## config.mk

```make
export PLATFORM = sky130hd
export DESIGN_NAME = data_sram_bridge
export DESIGN_NICKNAME = d
export VERILOG_FILES = /design/src/rtl/data_sram_bridge.sv
export SDC_FILE = /design/constraint.sdc
export NUM_CORES = 1
export LEC_CHECK = 0
export CAP_MARGIN = 20
export CORE_UTILIZATION = 43
export CTS_BUF_LIST = sky130_fd_sc_hd__clkbuf_8
export CTS_CLUSTER_SIZE = 28
export DETAILED_ROUTE_END_ITERATION = 8
export PLACE_DENSITY = 0.95
export SETUP_SLACK_MARGIN = 0.02
export SKIP_LAST_GASP = 1
export SLEW_MARGIN = 10
export SYNTH_ARGS = -nofsm -noshare
export SYNTH_HDL_FRONTEND = slang
export SYNTH_SLANG_ARGS = --single-unit
```

## constraint.sdc

```tcl
create_clock -name cpu_clk_50M -period 4.2 [get_ports cpu_clk_50M]
set_input_delay 0.42 -clock cpu_clk_50M [delete_from_list [all_inputs] [get_ports cpu_clk_50M]]
set_output_delay 0.42 -clock cpu_clk_50M [all_outputs]
set_load 0.03 [all_outputs]
```

## src/rtl/data_sram_bridge.sv

```systemverilog
// Bridges the memory stage's single-cycle data access onto a handshaked
// SRAM-like bus. The pipeline is stalled until the access finishes.
module data_sram_bridge #(
  parameter int ADDR_W = 32,
  parameter int DATA_W = 32
) (
  input  logic              cpu_clk_50M,
  input  logic              cpu_rst_n,
  input  logic              dce,
  input  logic [ADDR_W-1:0] daddr,
  input  logic [3:0]        we,
  input  logic [3:0]        dre,
  input  logic [DATA_W-1:0] din,
  input  logic              flush,
  output logic              data_req,
  output logic              data_wr,
  output logic [1:0]        data_size,
  output logic [ADDR_W-1:0] data_addr,
  output logic [DATA_W-1:0] data_wdata,
  input  logic              data_addr_ok,
  input  logic [DATA_W-1:0] data_rdata,
  input  logic              data_data_ok,
  output logic              stall_req,
  output logic [DATA_W-1:0] dm_rdata,
  output logic              dm_rvalid
);

  typedef enum logic [2:0] {IDLE, REQ, WAIT, DONE, DISCARD} state_t;

  state_t      state, nxt;
  logic        start, capture;
  logic [3:0]  lanes;
  logic [2:0]  cnt;
  logic [1:0]  size_enc;

  assign start = dce & ((|we) | (|dre)) & ~flush;
  assign lanes = we | dre;
  assign cnt   = 3'(lanes[0]) + 3'(lanes[1]) + 3'(lanes[2]) + 3'(lanes[3]);

  always_comb begin
    case (cnt)
      3'd1:    size_enc = 2'd0;
      3'd2:    size_enc = 2'd1;
      default: size_enc = 2'd2;
    endcase
  end

  always_comb begin
    nxt       = state;
    data_req  = 1'b0;
    stall_req = 1'b0;
    capture   = 1'b0;
    case (state)
      IDLE: begin
        stall_req = start;
        if (start) nxt = REQ;
      end
      REQ: begin
        data_req  = 1'b1;
        stall_req = 1'b1;
        // A flush with both handshakes in one cycle has nothing left to drain.
        if (flush) begin
          if (data_addr_ok && !data_data_ok) nxt = DISCARD;
          else                               nxt = IDLE;
        end else if (data_addr_ok) begin
          nxt     = data_data_ok ? DONE : WAIT;
          capture = data_data_ok & ~data_wr;
        end
      end
      WAIT: begin
        stall_req = 1'b1;
        if (flush) begin
          nxt = data_data_ok ? IDLE : DISCARD;
        end else if (data_data_ok) begin
          nxt     = DONE;
          capture = ~data_wr;
        end
      end
      DONE:    nxt = IDLE;
      DISCARD: begin
        stall_req = 1'b1;
        if (data_data_ok) nxt = IDLE;
      end
      default: nxt = IDLE;
    endcase
  end

  always_ff @(posedge cpu_clk_50M) begin
    if (!cpu_rst_n) begin
      state      <= IDLE;
      data_wr    <= 1'b0;
      data_size  <= 2'd0;
      data_addr  <= '0;
      data_wdata <= '0;
      dm_rdata   <= '0;
      dm_rvalid  <= 1'b0;
    end else begin
      state     <= nxt;
      dm_rvalid <= capture;
      if (capture) dm_rdata <= data_rdata;
      if (state == IDLE && start) begin
        data_addr  <= daddr;
        data_wr    <= |we;
        data_wdata <= din;
        data_size  <= size_enc;
      end
    end
  end

endmodule

```

==> impl_metrics.py, run 1 <==
metrics = {
    "routing": {
        "drt-vias-per-instance": 5.160,
        "drc": 0,
        "wl_per_cell_um": 14.64,
        "wl_um": 11380,
        "ant_nets": 0,
        "vias": 4009,
        "drtIter0Drc": 145,
        "firstDrtPassIters": 4,
    },
    "timing": {
        "final.min_clock_period_ns": 3.092,
        "fmax_ghz": 0.3234,
        "fin_crit_sh": 0.7361,
        "rsz0062_at_grt": "false",
        "tns_ns": 0,
        "hold_slack_ns": 0.4585,
        "maxSlewHeadroom": 0.2974,
        "tightest_slew_ns": 1.054,
        "setup_viol": 0,
        "final.setup.worst_slack_ns": 1.108,
        "slew_violations": 0,
        "finClkSkew_ns": 0.008861,
        "hold_violations": 0,
    },
    "finish": {
        "syn_to_final_growth_pct": 58.88,
        "fillers": 679,
        "multi_input_area_mm2": 0.001649,
        "layout.cells.non_filler": 777,
        "layout-drive-gt1-share": 0.03438,
        "nNetsFinal": 777,
        "n_antenna_cell": 0,
        "seqCellArea_mm2": 0.002062,
    },
    "grt": {
        "grt_pass1_wl_um": 18110,
        "grt_start_max_net_pins": 161,
        "grt.total_usage": 0.2326,
        "antenna_found_initial": 0,
        "grt_overflow": 0,
        "grt_pass1_vias": 3888,
    },
    "power": {
        "p_leak_nw": 2.150,
        "ir_worst_vdd_mv": 0.2133,
        "powerDensity_mw_per_mm2": 330.9,
        "finalPower_mw": 2.051,
    },
    "logic_synthesis": {
        "yosysSeqAreaShare": 0.5285,
        "syn_avg_cell_area_um2": 8.111,
        "ys_ff_latch": 103,
        "yosys_warnings": 0,
        "synth_cells": 481,
        "synthDistinctLibCells": 30,
        "synth_area_mm2": 0.003901,
        "synth_top_area_frac": 0.5285,
        "syn_nets": 594,
        "synth_top_area_cell": "dfxtp_1",
        "ys_top_cells_by_area": "dfxtp_1 53%, nand3_1 12%, o21ai_0 9.9%",
    },
    "place": {
        "dp.cells": 761,
        "portBuffers": 211,
        "pre_cts_slack_ns": 1.126,
        "dp_hpwl_um": 8204,
        "place_congestion": 0.8833,
    },
    "worst_setup_path": {
        "worst_ep_arrival_time_ns": 2.67,
        "worst_setup_path_start_kind": "input pin",
        "path_max_fanout": 3,
        "cp.required_ns": 3.78,
        "critPathCaptureType": "primary output",
        "worstSetupPathType": "in -> out",
    },
    "cts": {
        "cts_num_sinks": 103,
        "postCtsSetupBuffers": 0,
        "cts.clk_slew.worst_paths_ns": 0.10,
        "cts_buffer_depth": 2,
        "clk_latency_ns": 0.34,
        "postCtsHoldBufs": 0,
        "tritoncts": "done",
        "htreeDepth": 3,
        "numCtsBuffers": 9,
        "cts_resized": 0,
        "root_buffer": "clkbuf_8",
    },
    "worst_hold_path": {
        "hold_path_class": "reg -> reg",
    },
    "die": {
        "placeableCoreArea_mm2": 0.008763,
        "rows": 34,
        "die_w_um": 97.25,
        "io_pins": 212,
        "start_util": 0.4452,
        "dieArea_mm2": 0.009458,
        "die_h_um": 97.25,
    },
    "outcome": {
        "status": "finished clean",
    },
    "run": {
        "cap_violations": 0,
    },
}
==> final cells by class <==
type / count / area share
Inverter: 3 / 0.001817
Timing Repair Buffer: 215 / 0.3458
Sequential cell: 103 / 0.3327
Multi-Input combinational cell: 332 / 0.2660
Clock buffer: 10 / 0.02220
Tap cell: 108 / 0.02180
Clock inverter: 6 / 0.009689
==> worst max-delay path, cell delays in order <==
cell and delay (ns):
clkdlybuf4s50_1 0.42, nor4_1 0.76, a211oi_4 0.14, a211o_1 0.31, clkdlybuf4s50_1 0.61
==> layer usage <==
layer	track usage	vias to the layer above	share of wire
li1	-	2001	-
met1	0.2575	1834	0.40
met2	0.4274	153	0.51
met3	0.06403	21	0.067
met4	0.07692	0	0.018
met5	0	-	0
==> cell usage in the layout (no fill, tap or decap), types with 5 or more instances in the layout <==
cell type / count
clkdlybuf4s50_1: 210
nor2_1: 5
nand2b_1: 6
clkbuf_8: 10
nand2_1: 100
o21ai_1: 21
o21ai_0: 77
nand3_1: 96
dfxtp_1: 103
==> cells in the mapped netlist <==
cell and count:
nor2_1 5, o22ai_1 1, and2_1 2, nor3_1 1, o211a_1 1, a2bb2oi_1 1, o21ai_0 77, or3_1 1
buf_4 6, dfxtp_1 103, ha_1 2, a211oi_4 1, fa_1 1, nand2_1 100, nand3b_1 1, nor4_1 2
clkbuf_1 31, nor4bb_1 1, nand2b_1 6, o21ai_1 21, xnor2_1 1, buf_2 6, nand3_1 96, inv_1 3
o211ai_1 1, nor3b_1 2, a211o_1 2, or2_2 1, a21oi_1 4, a2111oi_2 1
==> flip-flops by register name (all words and copies together) (netlist names) <==
signal and flops:
data_wr 1, dm_rdata 32, data_wdata 32, dm_rvalid 1
data_size 2, data_addr 32, state 3
==> cells by family after synthesis <==
| family | after synthesis | share of synthesized area |
|---|---|---|
| simple gates | 218 | 0.2530 |
| compound gates | 110 | 0.1527 |
| flops | 103 | 0.5285 |
| buf+inv | 46 | 0.05196 |
| fa+ha+maj | 3 | 0.01155 |
| xor+xnor | 1 | 0.002245 |
==> power breakdown <==
| part | switching, mW | internal [mW] |
|---|---|---|
| clock | 0.333 | 0.291 |
| sequential | 0.0228 | 1.02 |
| combinational | 0.200 | 0.189 |
| total | 0.555 | 1.50 |
==> through the flow <==
stage	utilization	instance area, um^2
floorplan	-	3901
global placement	0.6848	6001
detailed placement	0.6848	6001
CTS	0.7073	6198
global route	0.7073	6198
finish	0.7073	6198
==> worst paths after layout <==
path	slack (ns)	depth (start not counted)	start	endpoint
max	1.11	5	we[1]	stall_req
min	0.46	2	data_addr[30]	data_addr[30]
max reg2reg	1.62	6	state[2]	data_addr[12]
min reg2reg	0.46	2	data_addr[30]	data_addr[30]
No activity file was read; power rests on OpenSTA's default activity.
==> inputs of run 2 (changes only) <==
--- a/config.mk
+++ b/config.mk
@@ -6,11 +6,11 @@
 export NUM_CORES = 1
 export LEC_CHECK = 0
 export CAP_MARGIN = 20
-export CORE_UTILIZATION = 43
+export CORE_UTILIZATION = 36
 export CTS_BUF_LIST = sky130_fd_sc_hd__clkbuf_8
 export CTS_CLUSTER_SIZE = 28
 export DETAILED_ROUTE_END_ITERATION = 8
-export PLACE_DENSITY = 0.95
+export PLACE_DENSITY = 0.85
 export SETUP_SLACK_MARGIN = 0.02
 export SKIP_LAST_GASP = 1
 export SLEW_MARGIN = 10
==> constraint.sdc (replaced) <==
create_clock -name cpu_clk_50M -period 2.5 [get_ports cpu_clk_50M]
set_input_delay 0.25 -clock cpu_clk_50M [delete_from_list [all_inputs] [get_ports cpu_clk_50M]]
set_output_delay 0.25 -clock cpu_clk_50M [all_outputs]
set_load 0.03 [all_outputs]
==> impl_metrics.py, run 2 (synthesis gave the netlist of run 1 again) <==
metrics = {
    "timing": {
        "fmax_ghz": 0.4833,
        "slew_violations": 0,
        "setup_viol": 0,
        "final.min_clock_period_ns": 2.069,
        "hold_slack_ns": 0.3657,
        "rsz0062_at_grt": "false",
        "fin_crit_sh": 0.8277,
        "finClkSkew_ns": 0.01603,
        "tns_ns": 0,
        "maxSlewHeadroom": 0.6365,
        "tightest_slew_ns": 0.5453,
        "hold_violations": 0,
    },
    "worst_setup_path": {
        "worst_setup_path_start_kind": "input pin",
        "cp.required_ns": 2.25,
        "critPathCaptureType": "primary output",
        "worst_ep_arrival_time_ns": 1.82,
        "worstSetupPathType": "in -> out",
        "path_max_fanout": 3,
    },
    "cts": {
        "postCtsHoldBufs": 0,
        "cts_num_sinks": 103,
        "tritoncts": "done",
        "numCtsBuffers": 9,
        "cts_buffer_depth": 2,
        "postCtsSetupBuffers": 0,
        "htreeDepth": 3,
        "cts.clk_slew.worst_paths_ns": 0.10,
        "root_buffer": "clkbuf_8",
        "cts_resized": 0,
        "clk_latency_ns": 0.35,
    },
    "grt": {
        "grt.total_usage": 0.1886,
        "antenna_found_initial": 0,
        "grt_pass1_wl_um": 17240,
        "grt_pass1_vias": 3697,
        "grt_overflow": 0,
        "grt_start_max_net_pins": 100,
    },
    "finish": {
        "layout_commonest_cell": "clkdlybuf4s50_1",
        "n_antenna_cell": 0,
        "top_regs": "data_addr: 32 flops, data_wdata: 32 flops, dm_rdata: 32 flops",
        "final_cell_mix": "209 x clkdlybuf4s50_1, 103 x dfxtp_1, 100 x nand2_1",
        "nNetsFinal": 781,
        "fillers": 916,
        "layout-drive-gt1-share": 0.04012,
        "fin_area_mm2": 0.006301,
        "syn_to_final_growth_pct": 61.51,
    },
    "die": {
        "start_util": 0.3745,
        "die_w_um": 106.1,
        "rows": 37,
        "dieArea_mm2": 0.01126,
        "placeableCoreArea_mm2": 0.01042,
        "die_h_um": 106.1,
        "io_pins": 212,
    },
    "outcome": {
        "status": "finished clean",
    },
    "run": {
        "cap_violations": 0,
    },
    "routing": {
        "drt-vias-per-instance": 4.911,
        "firstDrtPassIters": 4,
        "vias": 3973,
        "wl_um": 11080,
        "drc": 0,
        "ant_nets": 0,
        "drtIter0Drc": 229,
        "wl_per_cell_um": 13.70,
    },
    "power": {
        "p_leak_nw": 2.184,
        "powerDensity_mw_per_mm2": 545.9,
        "ir_worst_vdd_mv": 0.3088,
    },
    "place": {
        "place_congestion": 0.8682,
        "placed_area_mm2": 0.006101,
        "portBuffers": 211,
        "dp_hpwl_um": 7941,
    },
    "worst_hold_path": {
        "hold_path_class": "in -> reg",
    },
}
==> run 2: changes by cell type in the layout (fill, tap and decap cells not counted) <==
cell,delta
inv_1,+1
clkdlybuf4s50_1,-1
buf_12,+3
inv_6,-1
clkinv_2,-2
clkinv_4,+2
buf_4,+2
==> run 2: worst max-delay path, cell delays in order <==
cell,delay [ns]
clkdlybuf4s50_1,0.42
nor4_1,0.40
buf_4,0.22
a211oi_4,0.08
a211o_1,0.28
buf_4,0.17
==> run 2: per-layer routing <==
layer | vias up | track usage | routed length (um)
met3 | 21 | 0.04966 | 743
met2 | 150 | 0.3284 | 5555
met1 | 1792 | 0.2158 | 4531
met4 | 0 | 0.08333 | 250
met5 | - | 0 | 0
li1 | 2010 | - | -
==> run 2: final cells by class <==
cell class	instances	area [um^2]	area share
repair buffers	219	2208	0.3505
flip-flops and latches	103	2062	0.3272
multi-input cells	332	1649	0.2617
well taps	136	170.2	0.02701
clock buffers	10	137.6	0.02184
clock inverters	6	62.56	0.009929
inverters	3	11.26	0.001787
==> run 2: per-stage QoR <==
stage	std cells	power, mW	worst slack [ns]	util
2_1_floorplan	481	2.090	0.6931	-
3_3_place_gp	793	2.423	0.1626	0.5857
3_5_place_dp	793	2.438	0.1337	0.5857
4_1_cts	809	3.477	0.4032	0.6049
5_1_grt	809	3.591	0.3040	0.6049
6_report	809	3.440	0.4309	0.6049
==> run 2: path summary, 6_finish.rpt <==
kind	start	end	slack [ns]	depth (start not counted)
setup reg to reg	state[2]	data_addr[12]	0.66	5
hold reg to reg	data_addr[11]	data_addr[11]	0.46	2
setup / recovery	we[1]	stall_req	0.43	6
hold / removal	cpu_rst_n	data_wdata[30]	0.37	3
==> run 2: power by group <==
group	total (mW)	internal [mW]	switching, mW
clock	1.04	0.488	0.551
combinational	0.657	0.325	0.332
sequential	1.74	1.71	0.0374
